File: src/rtl/cv32e40p_pc_redirect_unit.sv
// PC redirect generator: selects the next fetch target and holds it in a
// valid/ready handshake towards the prefetch stage.
module cv32e40p_pc_redirect_unit #(
    parameter int ADDR_WIDTH = 32,
    parameter int VEC_W      = 5,
    parameter int NUM_PRIV   = 2,
    parameter int PRIV_W     = 1
) (
    input  logic                             clk,
    input  logic                             rst_n,
    input  logic                             pc_set_i,
    input  logic [3:0]                       pc_mux_i,
    input  logic [2:0]                       exc_pc_mux_i,
    input  logic [PRIV_W-1:0]                trap_priv_i,
    input  logic [PRIV_W-1:0]                xret_priv_i,
    input  logic [NUM_PRIV*(ADDR_WIDTH-VEC_W-3)-1:0] trap_base_addr_i,
    input  logic [NUM_PRIV*VEC_W-1:0]        exc_vec_i,
    input  logic [NUM_PRIV*ADDR_WIDTH-1:0]   epc_i,
    input  logic [ADDR_WIDTH-1:0]            boot_addr_i,
    input  logic [ADDR_WIDTH-1:0]            dm_halt_addr_i,
    input  logic [ADDR_WIDTH-1:0]            dm_exception_addr_i,
    input  logic [ADDR_WIDTH-1:0]            jump_target_id_i,
    input  logic [ADDR_WIDTH-1:0]            jump_target_ex_i,
    input  logic [ADDR_WIDTH-1:0]            depc_i,
    input  logic [ADDR_WIDTH-1:0]            pc_id_i,
    input  logic [ADDR_WIDTH-1:0]            hwlp_target_i,
    input  logic                             redirect_ready_i,
    output logic                             redirect_valid_o,
    output logic [ADDR_WIDTH-1:0]            redirect_addr_o,
    output logic                             csr_mtvec_init_o,
    output logic                             illegal_sel_o,
    output logic [7:0]                       drop_cnt_o
);

    localparam int TBW = ADDR_WIDTH - VEC_W - 3;

    localparam logic [3:0] PC_BOOT      = 4'b0000;
    localparam logic [3:0] PC_FENCEI    = 4'b0001;
    localparam logic [3:0] PC_JUMP      = 4'b0010;
    localparam logic [3:0] PC_BRANCH    = 4'b0011;
    localparam logic [3:0] PC_EXCEPTION = 4'b0100;
    localparam logic [3:0] PC_MRET      = 4'b0101;
    localparam logic [3:0] PC_URET      = 4'b0110;
    localparam logic [3:0] PC_DRET      = 4'b0111;
    localparam logic [3:0] PC_HWLOOP    = 4'b1000;

    localparam logic [2:0] EXC_PC_EXCEPTION = 3'b000;
    localparam logic [2:0] EXC_PC_IRQ       = 3'b001;
    localparam logic [2:0] EXC_PC_DBD       = 3'b010;
    localparam logic [2:0] EXC_PC_DBE       = 3'b011;

    typedef enum logic [1:0] {
        S_BOOT,
        S_IDLE,
        S_PEND
    } state_t;

    state_t                  r_state;
    state_t                  w_state_nxt;
    logic                    r_valid;
    logic [ADDR_WIDTH-1:0]   r_addr;
    logic                    r_is_boot;
    logic                    r_init;
    logic                    r_illegal;
    logic [7:0]              r_drop_cnt;

    logic                    w_trap_bad;
    logic                    w_priv_bad;
    logic [PRIV_W-1:0]       w_tidx;
    logic [PRIV_W-1:0]       w_eidx;
    logic [TBW-1:0]          w_base;
    logic [VEC_W-1:0]        w_vec;
    logic [ADDR_WIDTH-1:0]   w_epc;
    logic [ADDR_WIDTH-1:0]   w_target;
    logic [ADDR_WIDTH-1:0]   w_boot_tgt;
    logic                    w_mux_ok;
    logic                    w_uses_trap;
    logic                    w_req;
    logic                    w_load;
    logic [ADDR_WIDTH-1:0]   w_load_addr;
    logic                    w_load_boot;
    logic                    w_drop;
    logic                    w_unused;

    assign w_unused = ^{xret_priv_i, boot_addr_i[1:0],
                        dm_halt_addr_i[1:0], dm_exception_addr_i[1:0]};

    // Out-of-range privilege levels fall back to machine level
    assign w_trap_bad = 32'(trap_priv_i) >= NUM_PRIV;
    assign w_tidx     = w_trap_bad ? '0 : trap_priv_i;
    assign w_eidx     = (pc_mux_i == PC_URET && NUM_PRIV > 1) ? PRIV_W'(1) : '0;
    assign w_base     = trap_base_addr_i[32'(w_tidx)*TBW +: TBW];
    assign w_vec      = exc_vec_i[32'(w_tidx)*VEC_W +: VEC_W];
    assign w_epc      = epc_i[32'(w_eidx)*ADDR_WIDTH +: ADDR_WIDTH];
    assign w_boot_tgt = {boot_addr_i[ADDR_WIDTH-1:2], 2'b00};

    assign w_uses_trap = (pc_mux_i == PC_EXCEPTION) &&
                         (exc_pc_mux_i != EXC_PC_DBD) &&
                         (exc_pc_mux_i != EXC_PC_DBE);
    assign w_priv_bad  = (w_uses_trap && w_trap_bad) ||
                         (pc_mux_i == PC_URET && NUM_PRIV < 2);

    always_comb begin
        w_target = '0;
        w_mux_ok = 1'b1;
        unique case (pc_mux_i)
            PC_BOOT:   w_target = w_boot_tgt;
            PC_FENCEI: w_target = pc_id_i + ADDR_WIDTH'(4);
            PC_JUMP:   w_target = jump_target_id_i;
            PC_BRANCH: w_target = jump_target_ex_i;
            PC_MRET:   w_target = w_epc;
            PC_URET:   w_target = w_epc;
            PC_DRET:   w_target = depc_i;
            PC_HWLOOP: w_target = hwlp_target_i;
            PC_EXCEPTION: begin
                unique case (exc_pc_mux_i)
                    EXC_PC_IRQ:
                        w_target = {w_base, 1'b0, w_vec, 2'b00};
                    EXC_PC_DBD:
                        w_target = {dm_halt_addr_i[ADDR_WIDTH-1:2], 2'b00};
                    EXC_PC_DBE:
                        w_target = {dm_exception_addr_i[ADDR_WIDTH-1:2], 2'b00};
                    EXC_PC_EXCEPTION:
                        w_target = {w_base, {(VEC_W+3){1'b0}}};
                    default:
                        w_target = {w_base, {(VEC_W+3){1'b0}}};
                endcase
            end
            default: w_mux_ok = 1'b0;
        endcase
    end

    assign w_req = pc_set_i & w_mux_ok;

    always_ff @(posedge clk or negedge rst_n) begin
        if (!rst_n) begin
            r_state <= S_BOOT;
        end else begin
            r_state <= w_state_nxt;
        end
    end

    always_comb begin
        w_state_nxt = r_state;
        unique case (r_state)
            S_BOOT: w_state_nxt = S_PEND;
            S_IDLE: if (w_req) w_state_nxt = S_PEND;
            S_PEND: if (!w_req && redirect_ready_i) w_state_nxt = S_IDLE;
            default: w_state_nxt = S_BOOT;
        endcase
    end

    // A request arriving in the boot cycle takes precedence over the boot target
    always_comb begin
        w_load      = 1'b0;
        w_load_addr = w_target;
        w_load_boot = (pc_mux_i == PC_BOOT);
        w_drop      = 1'b0;
        unique case (r_state)
            S_BOOT: begin
                w_load = 1'b1;
                if (!w_req) begin
                    w_load_addr = w_boot_tgt;
                    w_load_boot = 1'b1;
                end
            end
            S_IDLE: w_load = w_req;
            S_PEND: begin
                w_load = w_req;
                w_drop = w_req & ~redirect_ready_i;
            end
            default: w_load = 1'b0;
        endcase
    end

    always_ff @(posedge clk or negedge rst_n) begin
        if (!rst_n) begin
            r_valid    <= 1'b0;
            r_addr     <= '0;
            r_is_boot  <= 1'b0;
            r_init     <= 1'b0;
            r_illegal  <= 1'b0;
            r_drop_cnt <= '0;
        end else begin
            r_valid   <= (w_state_nxt == S_PEND);
            r_init    <= r_valid & redirect_ready_i & r_is_boot;
            r_illegal <= pc_set_i & (~w_mux_ok | w_priv_bad);
            if (w_load) begin
                r_addr    <= w_load_addr;
                r_is_boot <= w_load_boot;
            end
            if (w_drop && r_drop_cnt != 8'hFF) begin
                r_drop_cnt <= r_drop_cnt + 8'd1;
            end
        end
    end

    assign redirect_valid_o = r_valid;
    assign redirect_addr_o  = r_addr;
    assign csr_mtvec_init_o = r_init;
    assign illegal_sel_o    = r_illegal;
    assign drop_cnt_o       = r_drop_cnt;

endmodule

File: config.mk
export PLATFORM = sky130hd
export DESIGN_NAME = cv32e40p_pc_redirect_unit
export DESIGN_NICKNAME = d
export VERILOG_FILES = /design/src/rtl/cv32e40p_pc_redirect_unit.sv
export SDC_FILE = /design/constraint.sdc
export NUM_CORES = 1
export LEC_CHECK = 0
export BUFFER_PORTS_ARGS = -buffer_cell sky130_fd_sc_hd__buf_4
export CORE_AREA = 2 2 169 171
export DETAILED_ROUTE_END_ITERATION = 10
export DIE_AREA = 0 0 171 173
export PLACE_DENSITY = 0.45
export SYNTH_ARGS = -nofsm -noshare
export SYNTH_HDL_FRONTEND = slang
export SYNTH_SLANG_ARGS = --single-unit
File: constraint.sdc
create_clock -name clk -period 2.1 [get_ports clk]
set_input_delay 0.105 -clock clk [delete_from_list [all_inputs] [get_ports clk]]
set_output_delay 0.105 -clock clk [all_outputs]
set_load 0.05 [all_outputs]
Yosys cells after proc, flatten, opt, wreduce, memory -nomap -nowiden
Index checks and enable logic that the tools add are counted.
{"block": "totals", "regBits": 46, "latch_bits": 0, "ram_bits": 0, "mem_bits_ro": 0, "input_bits": 391, "word_cells": 57, "memories": 0}
{"block": "op_classes", "add_sub_neg": 2, "mul": 2, "div_mod_pow": 0, "n_lt_le_gt_ge": 0, "n_eq_ne": 15, "shifts": 3, "muxes": 13, "bitwise": 7, "reduce_logical": 8}
{"operator": "32-bit one-hot mux with 8 select lines", "count": 1}
{"operator": "32-bit one-hot mux with 3 select lines", "count": 1}
{"operator": "32-bit two-way mux", "count": 2}
{"operator": "64-bit by 7-bit variable part select with 32-bit output", "count": 1}
{"operator": "48-bit by 7-bit variable part select with 24-bit output", "count": 1}
{"operator": "32-bit by 3-bit adder with 32-bit output, second input constant", "count": 1}
{"operator": "4-bit by 3-bit == test with 1-bit output, second input constant", "count": 4}
{"operator": "10-bit by 5-bit variable part select with 5-bit output", "count": 1}
{"operator": "9-bit OR reduction", "count": 1}
{"operator": "8-bit by 1-bit adder with 8-bit output, second input constant", "count": 1}
{"operator": "4-bit by 2-bit == test with 1-bit output, second input constant", "count": 2}
{"operator": "8-bit != test, second input constant", "count": 1}
{"operator": "3-bit by 2-bit == test with 1-bit output, second input constant", "count": 2}
{"operator": "2-bit one-hot mux with 3 select lines", "count": 1}
{"operator": "1-bit AND", "count": 5}
{"operator": "1-bit two-way mux", "count": 5}
{"operator": "2-bit == test, second input constant", "count": 2}
{"operator": "4-bit by 1-bit == test with 1-bit output, second input constant", "count": 1}
{"operator": "4-bit == test, second input constant", "count": 1}
{"operator": "4-bit zero test", "count": 1}
{"operator": "1-bit by 3-bit multiplier with 4-bit output, second input constant", "count": 1}
{"operator": "2-bit two-way mux", "count": 2}
{"operator": "2-bit OR reduction", "count": 2}
{"operator": "3-bit by 1-bit == test with 1-bit output, second input constant", "count": 1}
{"operator": "7 further kinds", "count": 9}

Logic depth before layout (Yosys ltp)
{"block": "depth", "word_depth": 9, "ltp_mapped": 9, "depth_no_buf": 8}

Worst setup path after synthesis
No wires, ideal clock.
{"block": "synth_timing", "path_type": "register to register", "from": "register r_drop_cnt[0] (netlist: drop_cnt_o[0])", "to": "register r_drop_cnt[7] (netlist: drop_cnt_o[7])", "setup_ns": 0.144, "t_arrival_ns": 1.996, "required_time_ns": 1.956, "path_slack_ns": -0.040, "path_stages_with_launch": 7, "n_path_buf": 0, "path_cell_list": "dfrtp_1 > ha_1 > and3_1 > a311oi_4 > and4_1 > nand3_1 > xnor2_1"}
{"block": "synth_via", "elab_chain_cells": 2}
{"item": "from (decl)", "line_no": "65", "text": "logic [7:0] r_drop_cnt;"}
{"item": "from (signal assigned)", "line_no": "193", "text": "r_drop_cnt <= r_drop_cnt + 8'd1;"}
{"item": "branches (longest 2 deep; another with 8-bit by 1-bit adder with 8-bit output)"}
Parallel ways; which one is timed is not known.
A chain may end at the register's enable or synchronous reset.

Worst setup path after layout
{"block": "layout_timing", "from": "register r_state[1]", "to": "register r_addr[16] (netlist: redirect_addr_o[16])"}
{"block": "layout_via", "elab_chain_cells": 3}
{"item": "from (decl)", "line_no": "58", "text": "state_t r_state;"}
{"item": "from (signal assigned)", "line_no": "139", "text": "r_state <= w_state_nxt;"}
{"item": "2-bit == test or 2-bit by 1-bit == test with 1-bit output (tied branches)", "line_no": "159", "text": "unique case (r_state)"}
{"item": "2-bit OR reduction (no source line)"}
{"item": "1-bit one-hot mux with 2 select lines", "line_no": "159"}
{"item": "to (signal assigned)", "line_no": "189", "text": "r_addr <= w_load_addr;"}
{"item": "to (decl)", "line_no": "61", "text": "logic [ADDR_WIDTH-1:0] r_addr;"}
Parallel ways exist; a longest one is shown, timed or not.

==> results.rst <==
.. list-table::
   :header-rows: 1

   * - Metric
     - Value
   * - Setup crit start
     - r_state[1]$_DFF_PN0_
   * - Max-cap violations
     - 0
   * - Gr usage total
     - 25.2%
   * - Number of cells traversed by the worst hold path
     - 2
   * - Total overflow reported by the global router
     - 0
   * - Cell Area, Placed
     - 9770 sq um
   * - CP arrival
     - 2.21 ns
   * - Worst VDD drop
     - 0.925 mV
   * - Standard-cell row count
     - between 60 and 70
   * - Antenna violations before repair
     - 3
   * - Total Wirelength
     - 39.1 mm
   * - Power density over the cells
     - 811 nW/um^2
   * - Placed wire-length estimate after detailed placement
     - 33.1 mm
   * - Classification of the worst-slack hold path
     - input pin to register
   * - DP Cell Count
     - between 1500 and 2000
   * - Number of buffers added by the clock tree synthesis step
     - 5
   * - CTS HTree Levels
     - 2
   * - Number of global-route vias before repair
     - 8087
   * - Worst Path Required
     - 2.28 ns
   * - Critical path capture point type
     - register
   * - Mapped Cells
     - 692
   * - Post-layout minimum cycle time
     - 2.03 ns
   * - Unrepaired setup endpoints after global routing
     - no
   * - Share of synthesized area occupied by flip-flops and latches
     - 20.4%
   * - Seq. cell area
     - 1160 sq um
   * - Final weighted congestion in routability-driven placement
     - 0.949
   * - Fraction of registers with async set or reset after synthesis
     - between 90% and 100%
   * - Clock sink count
     - 46
   * - Per-cell routed wire length
     - roughly 25 um
   * - Number of synthesis warnings
     - 0
   * - Chip Width
     - around 170 um
   * - Post-synth EDFFs
     - 0
   * - Source of the worst register-to-register timing path
     - r_state[1]$_DFF_PN0_
   * - Drc violations
     - 0
   * - Port bufs
     - between 400 and 500
   * - Final design instance area without fill
     - between 10000 and 15000 sq um
   * - Relative max-transition margin
     - 36.7%
   * - Share of the core filled with cells
     - a little over a third
   * - Pin slew with the least headroom to its limit
     - 0.945 ns
   * - TritonCTS clock tree
     - yes
   * - Nets@finish
     - 1562
   * - Share of the clock period used by the worst path after layout
     - 96.7%
   * - Number of failing setup endpoints in the final timing report
     - 0
   * - Highest net fanout along the worst path
     - 7
   * - Final Hold Viols
     - 0
   * - Synthesized area divided by synthesized cell count
     - 8.14 sq um
   * - Vias per Instance
     - 5.04
   * - Root Buffer Master
     - clkbuf_16
   * - Max-slew violation count
     - 0
   * - Net count of the mapped netlist
     - ~1100
   * - Floorplan core area
     - 27600 sq um
   * - Largest net degree at the start of global routing
     - 47
   * - Worst Reg-to-Reg Cells
     - 9
   * - Insertion delay to the later sink of the worst-skew pair
     - 0.30 ns
   * - Crit path launch type
     - register
   * - IO Pins
     - 434
   * - Synth Flop Type
     - dfrtp_1
   * - #FFs+latches synth
     - between 40 and 50
   * - Maximum clock insertion buffer count
     - 2
   * - Die Height
     - between 150 and 200 um
   * - Post-synthesis instance area
     - between 5000 and 6000 sq um
   * - Detailed Route Iter0 Violations
     - between 500 and 600
   * - Leakage
     - 4.81 nW
   * - Fill count
     - 2953
   * - Area occupied by multi-input gates
     - around 4300 sq um
   * - Min-Delay Startpoint
     - redirect_ready_i
   * - Worst Setup Path Type
     - register to register
   * - Clock transition time at the flip-flop clock pins of the worst setup and hold paths
     - 0.07 ns
   * - Result of the run
     - complete, no violations
   * - Die area
     - 29600 sq um
   * - Layout cells sized above 1
     - 49.7%
   * - Area added between synthesis and finish
     - 79.7%
   * - Number of standard cells in the final layout excluding fillers
     - 1548
   * - Routed vias
     - just under 8000
   * - Max Clock Skew
     - 0.00375 ns
   * - Initial Utilization
     - approximately a fifth
   * - Number of iterations in the first detailed-routing pass
     - 5
   * - Count of distinct cell types in the synthesized netlist
     - just under 70
   * - Wire length of the first global-routing pass
     - 54.5 mm
   * - Max Fclk
     - 0.492 GHz
   * - Antenna viol nets, final
     - 0
synthesized netlist by cell type, drive strengths merged, types with 8 or more instances:
cell type   n  area, sq um
nand3      20          118
mux2       14          158
o21ai      22          110
nor3       11         60.1
buf        31          185
dfrtp      46         1150
nand4       8         50.1
o22ai      52          325
and3       18          113
nand2      40          150
nor2       58          225
o221ai     11         96.3
xor2       17          149
clkbuf     25         93.8
mux2i      79          791
or3        10         62.6
a22oi      57          428
nor2b      10         62.6
a21oi      39          195
xnor2      17          149
a2111oi     9         80.1
a221oi      8         70.1
layout by cell type (no fill, tap or decap), types with 8 or more instances in the layout:
cell       count
o21ai_0       16
a22oi_1       57
xnor2_1       17
nand2_1       39
mux2i_1       79
dfrtp_1       42
xor2_1        17
a21oi_1       38
o22ai_1       52
nor2_1        56
buf_4        510
buf_12         8
a2111oi_0      8
nand3_1       18
nor3_1        10
nand4_1        8
or3_1         10
mux2_2        14
and3_1        18
o221ai_1      11
registers in the layout, summed over array words and instances, names as in the netlist:
register,cells
redirect_addr_o,32
illegal_sel_o,1
redirect_valid_o,1
r_state,2
csr_mtvec_init_o,1
drop_cnt_o,8
r_is_boot,1
kinds of logic (layout without fill, tap and decap cells):
kind of cell / Yosys count / after routing / share of synthesized area, %
compound gates: 240 / 240 / 30.1
simple gates: 210 / 210 / 20.2
mux: 94 / 94 / 17.2
buf+inv: 62 / 536 / 5.35
flops: 46 / 46 / 20.4
xor+xnor: 34 / 34 / 5.29
fa+ha+maj: 6 / 6 / 1.33
other cells: 0 / 4 / 0
worst paths after layout:
check | end | slack, ns
max | redirect_addr_o[16]$_DFFE_PN0P_ | 0.07
min reg2reg | drop_cnt_o[5]$_DFFE_PN0P_ | 0.49
min | csr_mtvec_init_o$_DFF_PN0_ | 0.07
max reg2reg | redirect_addr_o[16]$_DFFE_PN0P_ | 0.07
min in group asynchronous | redirect_addr_o[5]$_DFFE_PN0P_ | 0.38
max in group asynchronous | drop_cnt_o[4]$_DFFE_PN0P_ | 1.25
metrics by stage:
| step | power, W | worst slack [ns] | setup TNS (ns) | hold WS (ns) |
|---|---|---|---|---|
| 6_report | 0.00821 | 0.0684 | 0 | 0.0729 |
| 5_1_grt | 0.00868 | 0.00116 | 0 | 0.0927 |
| 4_1_cts | 0.00795 | 0.00302 | 0 | 0.0699 |
| 3_3_place_gp | 0.00682 | -0.138 | -1.05 | 0.186 |
| 2_1_floorplan | 0.00448 | 0.0351 | 0 | -0.191 |
| 3_5_place_dp | 0.00685 | -0.221 | -1.78 | 0.185 |
what timing repair did:
action,4_1_cts,5_1_grt
pin swaps,0,7
hold endpoints to repair,46,0
hold buffers,1,0
resized for setup,8,14
setup buffers,2,7
endpoints found under the setup margin,20,17
layer usage:
layer	global-route usage, %	vias to the layer above	wire [um]
li1	-	3656	-
met3	6.57	40	3710
met4	5.65	0	755
met5	0	-	0
met2	41.7	376	18300
met1	32.8	3726	16400
worst max-delay path: stages (launching register included):
cell and delay [ns]:
dfrtp_1 0.41, inv_2 0.10, ha_4 0.20, and3b_2 0.22, a211oi_4 0.30, buf_6 0.15
nor2_4 0.05, buf_4 0.16, a221oi_2 0.23, o21ai_1 0.09
area by class of cell:
class	instances	area share [%]
Timing Repair Buffer	522	39.8
Antenna cell	4	0.0988
Inverter	6	0.222
Tap cell	378	4.67
Sequential cell	46	11.4
Clock buffer	5	1.24
Clock inverter	3	0.432
Multi-Input combinational cell	584	42.1
power breakdown:
| group | switching [W] | internal (W) | leakage [nW] |
|---|---|---|---|
| clock network | 0.000411 | 0.000566 | 0.0842 |
| logic | 0.00333 | 0.00233 | 4.15 |
| registers | 0.000292 | 0.00128 | 0.576 |
| total | 0.00403 | 0.00418 | 4.81 |
Note: power is estimated with default switching activity, not from simulation.
